`src/rtl/serial_word_tx.sv`:
```
// Parallel-to-serial word transmitter, MSB first, with a forced idle gap between words.
// Optional even-parity bit after the data bits when SERIAL_WORD_TX_PARITY_EN is defined.
module serial_word_tx #(
  parameter int   WIDTH      = 8,
  parameter int   GAP_CYCLES = 1,
  parameter logic IDLE_LEVEL = 1'b1
) (
  input  logic             clk,
  input  logic             rst,
  input  logic [WIDTH-1:0] in_data,
  input  logic             in_valid,
  output logic             in_ready,
  output logic             ser_out,
  output logic             ser_valid,
  output logic             ser_last,
  output logic             busy
);

  localparam int BW = $clog2(WIDTH + 1);
  localparam int GW = (GAP_CYCLES > 0) ? $clog2(GAP_CYCLES + 1) : 1;
  localparam logic [BW-1:0] BIT_LAST = BW'(WIDTH - 1);
  localparam logic [GW-1:0] GAP_LAST = GW'((GAP_CYCLES > 0) ? GAP_CYCLES - 1 : 0);
  localparam bit HAS_GAP = (GAP_CYCLES > 0);

`ifdef SERIAL_WORD_TX_PARITY_EN
  typedef enum logic [1:0] {IDLE, SHIFT, PARITY, GAP} state_t;
`else
  typedef enum logic [1:0] {IDLE, SHIFT, GAP} state_t;
`endif

  state_t           state, state_nxt;
  logic [WIDTH-1:0] shift_reg;
  logic [BW-1:0]    bit_cnt;
  logic [GW-1:0]    gap_cnt;
`ifdef SERIAL_WORD_TX_PARITY_EN
  logic             parity;
`endif

  always_ff @(posedge clk) begin
    if (rst) state <= IDLE;
    else     state <= state_nxt;
  end

  always_comb begin
    state_nxt = state;
    case (state)
      IDLE:  if (in_valid) state_nxt = SHIFT;
      SHIFT: if (bit_cnt == BIT_LAST) begin
`ifdef SERIAL_WORD_TX_PARITY_EN
        state_nxt = PARITY;
`else
        state_nxt = HAS_GAP ? GAP : IDLE;
`endif
      end
`ifdef SERIAL_WORD_TX_PARITY_EN
      PARITY: state_nxt = HAS_GAP ? GAP : IDLE;
`endif
      GAP:   if (gap_cnt == GAP_LAST) state_nxt = IDLE;
      default: state_nxt = IDLE;
    endcase
  end

  // Datapath: the word and its parity are captured only on an IDLE accept.
  always_ff @(posedge clk) begin
    if (rst) begin
      shift_reg <= '0;
      bit_cnt   <= '0;
      gap_cnt   <= '0;
`ifdef SERIAL_WORD_TX_PARITY_EN
      parity    <= 1'b0;
`endif
    end else begin
      case (state)
        IDLE: if (in_valid) begin
          shift_reg <= in_data;
          bit_cnt   <= '0;
          gap_cnt   <= '0;
`ifdef SERIAL_WORD_TX_PARITY_EN
          parity    <= ^in_data;
`endif
        end
        SHIFT: begin
          shift_reg <= {shift_reg[WIDTH-2:0], 1'b0};
          bit_cnt   <= bit_cnt + BW'(1);
          gap_cnt   <= '0;
        end
        GAP:     gap_cnt <= gap_cnt + GW'(1);
        default: gap_cnt <= '0;
      endcase
    end
  end

  always_comb begin
    in_ready  = 1'b0;
    ser_out   = IDLE_LEVEL;
    ser_valid = 1'b0;
    ser_last  = 1'b0;
    busy      = 1'b0;
    case (state)
      IDLE:  in_ready = !rst;
      SHIFT: begin
        ser_out   = shift_reg[WIDTH-1];
        ser_valid = 1'b1;
        busy      = 1'b1;
`ifndef SERIAL_WORD_TX_PARITY_EN
        ser_last  = (bit_cnt == BIT_LAST);
`endif
      end
`ifdef SERIAL_WORD_TX_PARITY_EN
      PARITY: begin
        ser_out   = parity;
        ser_valid = 1'b1;
        ser_last  = 1'b1;
        busy      = 1'b1;
      end
`endif
      GAP:     busy = 1'b1;
      default: busy = 1'b0;
    endcase
  end

endmodule

```
`config.mk`:
```
export PLATFORM = sky130hd
export DESIGN_NAME = serial_word_tx
export DESIGN_NICKNAME = d
export VERILOG_FILES = /design/src/rtl/serial_word_tx.sv
export SDC_FILE = /design/constraint.sdc
export NUM_CORES = 1
export LEC_CHECK = 0
export CORE_MARGIN = 10
export CORE_UTILIZATION = 49
export CTS_CLUSTER_SIZE = 10
export DETAILED_ROUTE_END_ITERATION = 8
export PLACE_DENSITY = 0.8
export REMOVE_ABC_BUFFERS = 1
export SETUP_SLACK_MARGIN = 0.1
export SLEW_MARGIN = 15
export SYNTH_ARGS = -nofsm -noshare
export SYNTH_HDL_FRONTEND = slang
export SYNTH_SLANG_ARGS = --single-unit
```
`constraint.sdc`:
```
create_clock -name clk -period 2.2 [get_ports clk]
set_clock_uncertainty 0.1 [all_clocks]
set_input_delay 0.44 -clock clk [delete_from_list [all_inputs] [get_ports clk]]
set_output_delay 0.44 -clock clk [all_outputs]
set_load 0.1 [all_outputs]
```
Yosys cells after proc, flatten, opt, wreduce, memory -nomap -nowiden:

Cells that the tools add are included.

* register bits after elaboration: 15
* input bits: 11
* output and inout bits: 5

* add/sub/neg operators: 2
* eq/ne operators: 6
* mux-type cells: 15
* reductions and logical operators: 6

Operators by type and width (count)
* $pmux 8 s2: 1
* $mux 8: 1
* $pmux 4 s2: 1
* $mux 1: 6
* $mux 2: 3
* $ne 2x2->1 const B: 3
* $pmux 2 s3: 1
* $add 4x1->4 const B: 1
* $eq 4x3->1 const B: 1
* $mux 4: 1
* $reduce_and 3->1: 1
* $eq 2x1->1 const B: 1
* $eq 2x2->1 const B: 1
* $logic_not 2->1: 1
* $pmux 1 s2: 1
* $reduce_and 2->1: 1
* $reduce_bool 2->1: 1
* $reduce_or 2->1: 1
* $add 1x1->1 const B: 1
* $logic_not 1->1: 1

Logic depth before layout (Yosys ltp):

* depth after elaboration: 3
* mapped depth: 7
* depth with buffers taken out: 5

Worst setup path before layout:

No wires, ideal clock.

* path kind: register to output
* start: register state[1]
* end: output port ser_last
* arrival time: 2578 ps
* path slack: -918 ps
* cell stages (with the launch flop): 6
* path buffers: 2
* cells stage by stage: dfxtp_1 -> inv_1 -> ha_1 -> buf_4 -> buf_2 -> and4b_1

* longest elaborated chain between the ends: 2

Ends and longest elaborated chain
* from (decl): line 31 `state_t state, state_nxt;`
* from (signal assigned): line 41 `else state <= state_nxt;`
* $eq 2x1->1: line 99 `case (state)`
* $mux 1: line 99
* to (decl): line 15 `output logic ser_last,`

Every way passes these cells.

Final worst setup path:

* start: register state[1]
* end: output port ser_out

* longest elaborated chain between the ends: 2

Ends and longest elaborated chain
* $eq 2x1->1: line 99
* $mux 1: line 99
* to (decl): line 13 `output logic ser_out,`

Every way passes these cells.

==> results.yml <==
timing:
  worst_slack_ps: 189
  relSlewSlack: 0.709
  hold_viol_final: 0
  min_period_over_period: 0.914
  drv_slew: 0
  rsz0062_at_grt: "false"
  tightestPinTransition_ps: 436
  setup_viol: 0
  post-route-min-period_ps: 2010
  setup_tns_ps: 0
  fmax_mhz: 497
logic_synthesis:
  yosysWarnings: 0
  ys_seq_area_frac: 0.379
  syn_area_um2: 792
  synth.avg_cell_area_um2: 9.43
  synthFlopType: "dfxtp_1"
  synth.distinct_cells: 24
  synth_cells: 84
  ys_async_sr_fraction: 0
  ys_seq_elements: 15
  synth_edf_count: 0
clock_network:
  cts_tree: "done"
  clockBufferDepth: 2
  clk_pin_slew_worst_paths_ps: 90
  cts_hold_buf: 0
  cts_buffers: 3
  clock_latency_ps: 290
  clock-sinks: 15
  cts-root-buf: "clkbuf_4"
  h-tree-depth: 1
  cts_setup_buffers: 0
finish:
  utilization: 0.691
  drive_above_1_share: 0.157
  final_cell_mix: "15 x dfxtp_1, 10 x mux2i_1, 10 x clkdlybuf4s50_1"
  nFillCells: 120
  areaGrowthSynthToFinish_pct: 33.0
  largest_reg_flops: 8
  final_common_cell: "dfxtp_1"
  nNetsFinal: 120
  final_area_um2: 1050
  diodes: 0
floorplan:
  coreArea_um2: 1520
  floorplan.initialDensity: 0.520
  pin_count: 16
  rows: 14
  die-area_um2: 3620
  fp.dieH_um: 60.2
  dieWidth_um: 60.2
global_routing:
  grt_pass1_wl_mm: 2.61
  grt_max_degree: 18
  antenna_found_initial: 0
  grt_overflow_total: 0
  first_global_vias: 624
  grt_use_total: 0.0917
routing:
  route.detailed.drc: 0
  drtIter0Drc: 2
  wire_per_inst_um: 13.2
  ant_nets: 0
  vias_per_cell: 5.43
  drt_first_pass_iters: 4
  vias: 641
  routed_wl_mm: 1.56
min_path:
  hp-class: "reg2reg"
  whs_path_depth: 2
  worstHoldStart: "shift_reg[0]"
power_and_ir_drop:
  powerDensity_nw_per_um2: 1400
  ir_drop_uv: 1010
  leakagePower_nw: 0.411
worst_setup_path:
  cp_num_cells: 5
  r2r-start: "state[0]"
  crit_arrival_ps: 1470
  startpoint: "state[1]"
  cp_slowest_cell: "dfxtp_1"
  crit_required_ps: 1660
  critical_path_class: "reg2out"
  crit_buf_inv: 3
  cp_top_family: "buffers and inverters"
  rr_worst_depth: 5
  critical_path.endpoint_type: "primary output"
  slowest_delay_ps: 340
  crit_fanout: 9
  crit_chain: "inv_1, ha_2, buf_6, nand2b_1, buf_12"
  cp-start-kind: "register"
run_status:
  status: "completed"
placement:
  place_ws_ps: 289
  place_hpwl_mm: 1.23
  place.port_buffers: 15
  place_area_um2: 1020
  gp_congestion: 0.763
flow_run:
  maxCapViolCount: 0
[report_power, final]
group          internal [mW]  total (mW)  switching, mW
Sequential             0.343       0.386         0.0433
Clock                 0.0675       0.160         0.0926
Combinational          0.379       0.931          0.552
[cells by family (layout without fill, tap and decap cells)]
| kind of cell | after synthesis | in the layout | share of synthesized area |
|---|---|---|---|
| AND/OR/NAND/NOR | 30 | 30 | 0.216 |
| AO/OA/AOI/OAI | 15 | 15 | 0.128 |
| flip-flops | 15 | 15 | 0.379 |
| multiplexers | 11 | 11 | 0.141 |
| buffers and inverters | 7 | 25 | 0.0411 |
| adder cells (fa/ha/maj) | 6 | 6 | 0.0948 |
[cells in the mapped netlist (all sizes together), types with 2 or more instances]
library cell  instances  area, um2
dfxtp                15        300
mux2i                10        100
nor2                  8       30.0
a211oi                7       52.6
ha                    6       75.1
nand2b                5       31.3
a21oi                 4       20.0
nand2                 4       15.0
nand3b                4       30.0
buf                   3       17.5
nor2b                 3       18.8
clkbuf                2       7.51
inv                   2       7.51
nand3                 2       10.0
[area by class of cell]
class                   count  area [um2]  area share
clock buffers               3        22.5      0.0214
clock inverters             1        5.00     0.00475
inverters                   2        7.51     0.00713
multi-input cells          62         464       0.441
flip-flops and latches     15         300       0.285
well taps                  16        20.0      0.0190
repair buffers             19         234       0.222
[final timing paths]
path / slack [ps] / to
setup reg to reg: 480 / bit_cnt[3]
setup / recovery: 190 / ser_out
hold reg to reg: 360 / shift_reg[0]
hold / removal: 360 / shift_reg[0]
[worst register-to-register path: stages, from the launching register on]
cell and delay (ps):
dfxtp_1 390, inv_1 100, ha_1 260, mux2i_1 150, or4b_1 490, a31oi_1 160
[through the flow]
stage               power (mW)  hold WS [ps]  instances
floorplan                 1.02           325         79
global placement          1.30           342        114
detailed placement        1.32           357        114
CTS                       1.48           361        118
global route              1.56           384        118
finish                    1.48           360        118
[routing by layer]
metal	share of wire	up-vias	track usage	wire [um]
met5	0	-	0	0
met4	0.018	0	0.0481	28
met3	0.056	4	0.0297	87
met2	0.48	13	0.146	746
met1	0.45	290	0.106	695
li1	-	334	-	-
[repair_timing]
item,CTS,global route
gates resized for setup,1,2
endpoints found under the setup margin,1,2
gates cloned,0,0
(Power assumes the default switching activity.)
